### config.mk
export PLATFORM = sky130hd
export DESIGN_NAME = div_unit
export DESIGN_NICKNAME = d
export VERILOG_FILES = /design/src/rtl/div_unit_pkg.sv /design/src/rtl/div_unit_step.sv /design/src/rtl/div_unit.sv
export SDC_FILE = /design/constraint.sdc
export NUM_CORES = 1
export LEC_CHECK = 0
export ABC_AREA = 1
export CAP_MARGIN = 20
export CORE_MARGIN = 8
export CORE_UTILIZATION = 55
export CTS_CLUSTER_DIAMETER = 50
export DETAILED_ROUTE_END_ITERATION = 7
export PLACE_DENSITY = 0.83
export SYNTH_ARGS = -nofsm -noshare
export SYNTH_HDL_FRONTEND = slang
export SYNTH_HIERARCHICAL = 1
export SYNTH_SLANG_ARGS = --single-unit
### constraint.sdc
create_clock -name clk -period 4.55 [get_ports clk]
set_input_delay 0.91 -clock clk [delete_from_list [all_inputs] [get_ports clk]]
set_output_delay 0.91 -clock clk [all_outputs]
set_load 0.02 [all_outputs]
### src/rtl/div_unit_pkg.sv
// Shared constants for the multi-cycle divider: FSM state codes and
// handshake levels used by div_unit.
package div_unit_pkg;

  typedef enum logic [1:0] {
    DIV_FREE    = 2'b00,
    DIV_BY_ZERO = 2'b01,
    DIV_ON      = 2'b10,
    DIV_END     = 2'b11
  } div_state_e;

  localparam logic DIV_RESULT_READY     = 1'b1;
  localparam logic DIV_RESULT_NOT_READY = 1'b0;
  localparam logic DIV_START            = 1'b1;
  localparam logic DIV_STOP             = 1'b0;

endpackage

### src/rtl/div_unit_step.sv
// One restoring-division iteration: shift in the next dividend bit, trial
// subtract the divisor, keep the difference when it does not go negative.
module div_unit_step #(
  parameter int WIDTH = 32
) (
  input  logic [WIDTH-1:0] partial_rem,
  input  logic [WIDTH-1:0] divisor,
  input  logic             next_bit,
  output logic [WIDTH-1:0] next_rem,
  output logic             qbit
);

  logic [WIDTH:0] shifted_s;
  logic [WIDTH:0] diff_s;

  // The remainder is always below the divisor, so the shifted value fits WIDTH+1 bits.
  always_comb begin
    shifted_s = {partial_rem, next_bit};
    diff_s    = shifted_s - {1'b0, divisor};
    qbit      = ~diff_s[WIDTH];
    if (qbit) begin
      next_rem = diff_s[WIDTH-1:0];
    end else begin
      next_rem = shifted_s[WIDTH-1:0];
    end
  end

endmodule

### src/rtl/div_unit.sv
// Radix-2 restoring divider for DIV/DIVU beside the EX stage: one quotient
// bit per cycle, returns {remainder, quotient} with ready_o handshake.
module div_unit
  import div_unit_pkg::*;
#(
  parameter int WIDTH = 32,
  parameter int CNT_W = 6
) (
  input  logic               clk,
  input  logic               rst,
  input  logic               signed_div_i,
  input  logic [WIDTH-1:0]   opdata1_i,
  input  logic [WIDTH-1:0]   opdata2_i,
  input  logic               start_i,
  input  logic               annul_i,
  output logic [2*WIDTH-1:0] result_o,
  output logic               ready_o
);

  div_state_e         state_r, state_s;
  logic [CNT_W-1:0]   cnt_r, cnt_s;
  logic [WIDTH-1:0]   rem_r, rem_s;
  logic [WIDTH-1:0]   dvd_r, dvd_s;
  logic [WIDTH-1:0]   dvs_r, dvs_s;
  logic               neg1_r, neg1_s, neg2_r, neg2_s, sgn_r, sgn_s;
  logic [2*WIDTH-1:0] result_r, result_s;
  logic               ready_r, ready_s;
  logic [WIDTH-1:0]   step_rem_s, quot_s, quot_fix_s, rem_fix_s;
  logic [WIDTH-1:0]   abs1_s, abs2_s;
  logic               qbit_s;

  div_unit_step #(.WIDTH(WIDTH)) u_step (
    .partial_rem (rem_r),
    .divisor     (dvs_r),
    .next_bit    (dvd_r[WIDTH-1]),
    .next_rem    (step_rem_s),
    .qbit        (qbit_s)
  );

  // Operand magnitudes and final sign fix-up; the most-negative / -1 case wraps naturally.
  always_comb begin
    quot_s = {dvd_r[WIDTH-2:0], qbit_s};
    if (signed_div_i && opdata1_i[WIDTH-1]) begin
      abs1_s = -opdata1_i;
    end else begin
      abs1_s = opdata1_i;
    end
    if (signed_div_i && opdata2_i[WIDTH-1]) begin
      abs2_s = -opdata2_i;
    end else begin
      abs2_s = opdata2_i;
    end
    if (sgn_r && (neg1_r ^ neg2_r)) begin
      quot_fix_s = -quot_s;
    end else begin
      quot_fix_s = quot_s;
    end
    if (sgn_r && neg1_r) begin
      rem_fix_s = -step_rem_s;
    end else begin
      rem_fix_s = step_rem_s;
    end
  end

  // Next-state, datapath and output logic; dividend register doubles as quotient shifter.
  always_comb begin
    state_s  = state_r;
    cnt_s    = cnt_r;
    rem_s    = rem_r;
    dvd_s    = dvd_r;
    dvs_s    = dvs_r;
    neg1_s   = neg1_r;
    neg2_s   = neg2_r;
    sgn_s    = sgn_r;
    result_s = result_r;
    ready_s  = ready_r;
    case (state_r)
      DIV_FREE: begin
        ready_s  = DIV_RESULT_NOT_READY;
        result_s = {(2*WIDTH){1'b0}};
        if ((start_i == DIV_START) && !annul_i) begin
          if (opdata2_i == {WIDTH{1'b0}}) begin
            state_s = DIV_BY_ZERO;
          end else begin
            state_s = DIV_ON;
            cnt_s   = {CNT_W{1'b0}};
            rem_s   = {WIDTH{1'b0}};
            dvd_s   = abs1_s;
            dvs_s   = abs2_s;
            neg1_s  = signed_div_i & opdata1_i[WIDTH-1];
            neg2_s  = signed_div_i & opdata2_i[WIDTH-1];
            sgn_s   = signed_div_i;
          end
        end else begin
          state_s = DIV_FREE;
        end
      end
      DIV_BY_ZERO: begin
        result_s = {(2*WIDTH){1'b0}};
        if (annul_i) begin
          state_s = DIV_FREE;
          ready_s = DIV_RESULT_NOT_READY;
        end else begin
          state_s = DIV_END;
          ready_s = DIV_RESULT_READY;
        end
      end
      DIV_ON: begin
        if (annul_i) begin
          state_s  = DIV_FREE;
          ready_s  = DIV_RESULT_NOT_READY;
          result_s = {(2*WIDTH){1'b0}};
        end else begin
          rem_s = step_rem_s;
          dvd_s = quot_s;
          cnt_s = cnt_r + {{(CNT_W-1){1'b0}}, 1'b1};
          if (cnt_r == CNT_W'(WIDTH-1)) begin
            state_s  = DIV_END;
            result_s = {rem_fix_s, quot_fix_s};
            ready_s  = DIV_RESULT_READY;
          end else begin
            state_s = DIV_ON;
          end
        end
      end
      DIV_END: begin
        if (start_i == DIV_STOP) begin
          state_s  = DIV_FREE;
          ready_s  = DIV_RESULT_NOT_READY;
          result_s = {(2*WIDTH){1'b0}};
        end else begin
          state_s = DIV_END;
        end
      end
      default: begin
        state_s  = DIV_FREE;
        ready_s  = DIV_RESULT_NOT_READY;
        result_s = {(2*WIDTH){1'b0}};
      end
    endcase
  end

  // State and datapath registers.
  always_ff @(posedge clk or negedge rst) begin
    if (!rst) begin
      state_r  <= DIV_FREE;
      cnt_r    <= {CNT_W{1'b0}};
      rem_r    <= {WIDTH{1'b0}};
      dvd_r    <= {WIDTH{1'b0}};
      dvs_r    <= {WIDTH{1'b0}};
      neg1_r   <= 1'b0;
      neg2_r   <= 1'b0;
      sgn_r    <= 1'b0;
      result_r <= {(2*WIDTH){1'b0}};
      ready_r  <= DIV_RESULT_NOT_READY;
    end else begin
      state_r  <= state_s;
      cnt_r    <= cnt_s;
      rem_r    <= rem_s;
      dvd_r    <= dvd_s;
      dvs_r    <= dvs_s;
      neg1_r   <= neg1_s;
      neg2_r   <= neg2_s;
      sgn_r    <= sgn_s;
      result_r <= result_s;
      ready_r  <= ready_s;
    end
  end

  assign result_o = result_r;
  assign ready_o  = ready_r;

endmodule
### Word level (Yosys, flattened, before mapping)

Cells that the tools add are included.

| storage, ports and cells | value |
|---|---|
| register bits | 172 |
| word-level logic and storage cells | 76 |
| RAM bits | 0 |
| input port bits | 69 |
| bits in latches | 0 |
| memory bits (read-only) | 0 |
| output and inout bits | 65 |
| memories | 0 |

| operators by class | value |
|---|---|
| shift operators | 0 |
| multiplexer cells | 33 |
| add/subtract/negate cells | 6 |
| $mul | 0 |
| $lt $le $gt $ge | 0 |
| equal/unequal tests | 9 |
| divide/modulo/power cells | 0 |
| reductions and logical operators | 13 |
| bitwise logic cells | 5 |

Operators by type and width:

| cell | number |
|---|---|
| 2-to-1 mux 32 bit | 11 |
| 2-to-1 mux 64 bit | 3 |
| one-hot mux 64 bit (3 select lines) | 1 |
| negator 32 bit | 4 |
| one-hot mux 32 bit (2 select lines) | 2 |
| subtractor 33 x 32 -> 33 bit | 1 |
| zero test 32 bit | 1 |
| 2-to-1 mux 6 bit | 3 |
| one-hot mux 6 bit (2 select lines) | 1 |
| 2-to-1 mux 2 bit | 5 |
| inequality test 2 bit, second input constant | 4 |
| one-hot mux 2 bit (4 select lines) | 1 |
| adder 6 x 1 -> 6 bit, second input constant | 1 |
| == test 6 x 5 -> 1 bit, second input constant | 1 |
| logical AND 1 bit | 5 |
| 2-to-1 mux 1 bit | 5 |
| == test 2 bit, second input constant | 2 |
| one-hot mux 1 bit (4 select lines) | 1 |
| AND reduction 4 bit | 1 |
| inequality test 3 bit, second input constant | 1 |
| AND reduction 3 bit | 1 |
| bitwise AND 1 bit | 2 |
| == test 2 x 1 -> 1 bit, second input constant | 1 |
| zero test 2 bit | 1 |
| 6 further kinds | 7 |

### Longest topological paths before layout

| logic depth | value |
|---|---|
| depth in word-level cells | 7 |
| gate-level depth with buffers | 28 |
| depth with buffers taken out | 27 |

### Cells and area by module

Netlist, hierarchy kept.

Modules (own cells, without submodules):

| module | area each (µm²) | cells each | times used |
|---|---|---|---|
| div_unit | 10376.2 | 1520 | 1 |
| div_unit_step | 3150.5 | 680 | 1 |

### Least setup slack after synthesis

No wires, ideal clock.

| timing path | value |
|---|---|
| kind | register to register |
| start | register dvs_r[0] |
| end | register result_r[56], in the netlist result_o[56] |
| slack | 1.351 ns |
| cell stages (with the launch flop) | 25 |
| period minus slack after synthesis | 3.199 ns |
| data required time | 4.433 ns |
| arrival time | 3.082 ns |
| library setup time | 0.117 ns |
| cells stage by stage | dfrtp_1 -> ha_1 -> fa_1 -> inv_1 -> nand2_1 -> nand2_1 -> nand3_1 -> nand2_2 -> nand2_1 -> nand2_2 -> nand2_2 -> nand3_1 -> nand2_4 -> buf_4 -> nand2_1 -> nand2_1 -> inv_1 -> ha_1 -> nand3_1 -> nand2_1 -> nand4_1 -> nor2_1 -> nand3_1 -> nand3_1 -> nand2_1 |

| on the way | value |
|---|---|
| longest elaborated chain between the ends | 7 |

Ends and longest elaborated chain:

| item | line | text |
|---|---|---|
| start, declared | div_unit.sv:24 | `logic [WIDTH-1:0] dvs_r, dvs_s;` |
| start signal, assigned | div_unit.sv:150 | `dvs_r <= {WIDTH{1'b0}};` |
| start signal, assigned | div_unit.sv:161 | `dvs_r <= dvs_s;` |
| subtractor 33 x 32 -> 33 bit | div_unit_step.sv:19 | `diff_s = shifted_s - {1'b0, divisor};` |
| 2-to-1 mux 32 bit | div_unit_step.sv:21 | `if (qbit) begin` |
| net step_rem_s[0] | div_unit.sv:28 | `logic [WIDTH-1:0] step_rem_s, quot_s, quot_fix_s, rem_fix_s;` |
| negator 32 bit | div_unit.sv:59 | `rem_fix_s = -step_rem_s;` |
| 2-to-1 mux 32 bit | div_unit.sv:58 | `if (sgn_r && neg1_r) begin` |
| 2-to-1 mux 64 bit | div_unit.sv:117 | `if (cnt_r == CNT_W'(WIDTH-1)) begin` |
| 2-to-1 mux 64 bit | div_unit.sv:109 | `if (annul_i) begin` |
| one-hot mux 64 bit (3 select lines) | div_unit.sv:77 | `case (state_r)` |
| end signal, assigned | div_unit.sv:154 | `result_r <= {(2*WIDTH){1'b0}};` |
| end signal, assigned | div_unit.sv:165 | `result_r <= result_s;` |
| end, declared | div_unit.sv:26 | `logic [2*WIDTH-1:0] result_r, result_s;` |

The timed path passes the listed nets, and every way through them passes these cells. The select of a mux whose other input is x is not followed.
A chain may end at the register's enable or synchronous reset.

### Final worst setup path

| timing path | value |
|---|---|
| start | register dvd_r[31] |
| end | register result_r[56], in the netlist result_o[56] |

| on the way | value |
|---|---|
| longest elaborated chain between the ends | 7 |

Ends and longest elaborated chain:

| item | line | text |
|---|---|---|
| start, declared | div_unit.sv:23 | `logic [WIDTH-1:0] dvd_r, dvd_s;` |
| start signal, assigned | div_unit.sv:149 | `dvd_r <= {WIDTH{1'b0}};` |
| start signal, assigned | div_unit.sv:160 | `dvd_r <= dvd_s;` |
| subtractor 33 x 32 -> 33 bit | div_unit_step.sv:19 |  |
| 2-to-1 mux 32 bit * | div_unit_step.sv:21 |  |
| net step_rem_s[0] | div_unit.sv:28 |  |
| negator 32 bit * | div_unit.sv:59 |  |
| 2-to-1 mux 32 bit * | div_unit.sv:58 |  |
| 2-to-1 mux 64 bit * | div_unit.sv:117 |  |
| 2-to-1 mux 64 bit * | div_unit.sv:109 |  |
| one-hot mux 64 bit (3 select lines) * | div_unit.sv:77 |  |

The timed path passes the listed nets; every way through them passes the cells marked *. The select of a mux whose other input is x is not followed.

==> reports/results.tsv <==
stage	metric	value	unit
status	status	completed	
final_layout	antenna_cells	0	
yosys	yosysSeqAreaShare	0.318	
yosys	yosys_warnings	6	
sta	slew_violations	0	
yosys	synth_area	13500	µm²
floorplan	core_area	24200	µm²
detailed_routing	routed_via_density	5.56	
global_route	grt_max_degree	94	
pwr	leakage	8.44	nW
yosys	synth_edf_count	0	
detailed_routing	routed_wire_length_per_instance	17.0	µm
final_layout	multiInputGateArea	7860	µm²
min_path	hold_class	flip-flop to flip-flop	
detailed_routing	drt_first_iter_violations	1871	
worst_setup_path	end_kind	flip-flop	
worst_setup_path	crit_arrival	4390	ps
detailed_routing	vias	14700	
floorplan	pin_count	134	
detailed_routing	antenna_left	0	
placement	io_buffers	133	
pwr	p_per_area	317	nW/µm²
worst_setup_path	crit_fanout	32	
cts	postCtsResizedCells	0	
final_layout	n_fill_cell	2268	
cts	h-tree-depth	4	
yosys	synth_nets	2312	
detailed_routing	drc	0	
floorplan	start_util	0.558	
cts	cts_setup_buffers	0	
floorplan	rows	57	
worst_setup_path	critPathKind	flip-flop to flip-flop	
cts	clock_sinks	172	
global_route	grt_pass1_wl	72600	µm
final_layout	layout-drive-gt1-share	0.0349	
pwr	finalPower	4.97	mW
cts	cts_buffers	17	
floorplan	die_y	173	µm
final_layout	area_growth	15.8	%
worst_setup_path	worst_ep_required_time	4890	ps
detailed_routing	dr.pass1.iters	6	
sta	tightest_slew	999	ps
global_route	grtUsageTotal	0.298	
yosys	ys_async_sr_fraction	1.00	
sta	layout_min_cycle_time	4050	ps
sta	rsz0062_at_grt	false	
global_route	gr-total-overflow	0	
sta	finalCritPeriodShare	0.891	
yosys	synth_cells	2200	
final_layout	fin_nets	2422	
pwr	ir_drop	213	µV
global_route	antenna_found_initial	0	
placement	dp_hpwl	35700	µm
cts	postCtsHoldBufs	0	
worst_setup_path	start_kind	flip-flop	
sta	timing_hold_violations_final	0	
sta	slew_headroom	0.334	
yosys	yosysUniqueCellTypes	43	
cts	clock_latency	450	ps
cts	cts_tree	done	
floorplan	die_area	29900	µm²
cts	clock_path_buffers	2	
detailed_routing	routed_wl	45000	µm
yosys	synth_seq_cells	172	
yosys	synth_flop_cell	dfrtp_1	
sta	setup_violations	0	
sta	tns	0	ps
sta	fmax	247	MHz
floorplan	die_x	173	µm
cts	clk_pin_slew	70	ps
sta	skew	12.9	ps
final_layout	seq_area	4300	µm²
placement	globalplace.congestion	0.995	
run	drv_cap	0	
yosys	synth.avg_cell_area	6.15	µm²
cts	clock-root-buffer	clkbuf_16	
global_route	grt_pass1_vias	13600	
-- report_power, final --
group	leakage [nW]	switching (mW)	internal (mW)	total, mW
logic	5.85	1.10	0.511	1.61
registers	2.29	0.163	1.69	1.85
clock network	0.297	0.672	0.837	1.51
-- layout by cell type (no fill, tap or decap), drive strengths merged, types with 7 or more instances in the layout --
cell type | netlist | layout
a21oi | 45 | 45
nand3b | 9 | 9
clkbuf | 27 | 18
a22o | 7 | 7
o21ai | 159 | 159
clkdlybuf4s50 | 0 | 132
ha | 42 | 42
buf | 28 | 14
clkinv | 3 | 8
xor2 | 56 | 56
nand3 | 179 | 179
o21bai | 8 | 8
dfrtp | 172 | 172
nand4 | 31 | 31
nor3 | 13 | 13
nand2 | 896 | 896
inv | 281 | 287
nor2 | 216 | 216
-- cell families after synthesis --
logic type      synth area share
simple gates               0.411
xor+xnor                  0.0395
buf+inv                    0.101
flops                      0.318
fa+ha+maj                 0.0403
compound gates            0.0898
-- flip-flops by register name, summed over array words and instances, names as in the netlist --
signal and cells:
cnt_r 6, dvd_r 32, dvs_r 32, neg1_r 1, neg2_r 1, ready_o 1, rem_r 32, result_o 64
sgn_r 1, state_r 2
-- routing by layer --
layer	routed length, µm	GRT usage
met5	0	0
met4	1520	0.113
met3	3270	0.0403
met2	20000	0.467
met1	20300	0.415
-- synthesized netlist by cell type (all sizes together) (6+ instances only) --
cell    number  area [µm²]
nand2      896        3420
inv        281        1050
nor2       216         826
nand3      179         901
dfrtp      172        4300
o21ai      159         807
xor2        56         490
a21oi       45         233
ha          42         526
nand4       31         194
buf         28         196
clkbuf      27         101
nor3        13        65.1
nand3b       9        67.6
o21bai       8        60.1
a22o         7        61.3
or2          6        37.5
-- worst max-delay path: stages (launching register included) --
cell     delay [ps]
dfrtp_1         360
inv_1            60
ha_1            200
fa_1            410
inv_1           130
nand2_1          70
nand2_1          90
nand3_1          90
nand2_2         130
nand2_1          80
nand2_2          80
nand2_2          70
nand3_1         120
nand2_4         220
nand2_1         130
nand2_1          50
inv_1           130
ha_1            220
nand3_1         170
nand2_1         190
nand4_1         290
nor2_1          350
nand3_1         120
nand3_1         110
nand2_1          60
-- through the flow --
step                utilization  cells  cell area [µm²]  hold WS [ps]  setup slack, ps
finish                    0.646   2646            15700           479              495
global route              0.646   2646            15700           501              180
CTS                       0.646   2646            15700           485              607
detailed placement        0.621   2615            15100           466              614
global placement          0.621   2615            15100           465              772
floorplan                     -   2200            13500           449             1350
-- cell type report --
cell class / count / area share
Inverter: 284 / 0.0681
Clock inverter: 13 / 0.00998
Tap cell: 324 / 0.0259
Multi-Input combinational cell: 1689 / 0.502
Timing Repair Buffer: 146 / 0.0913
Clock buffer: 18 / 0.0280
Sequential cell: 172 / 0.275
-- path summary, 6_finish.rpt --
path,from,end,slack [ps],cells past startpoint
setup / recovery,dvd_r[31],result_o[56],500,24
hold / removal,result_o[46],result_o[46],480,2
setup reg to reg,dvd_r[31],result_o[56],500,24
hold reg to reg,result_o[46],result_o[46],480,2
max in group asynchronous,rst,dvd_r[29],3000,2
min in group asynchronous,rst,rem_r[11],500,1
No activity file was read; power rests on OpenSTA's default activity.
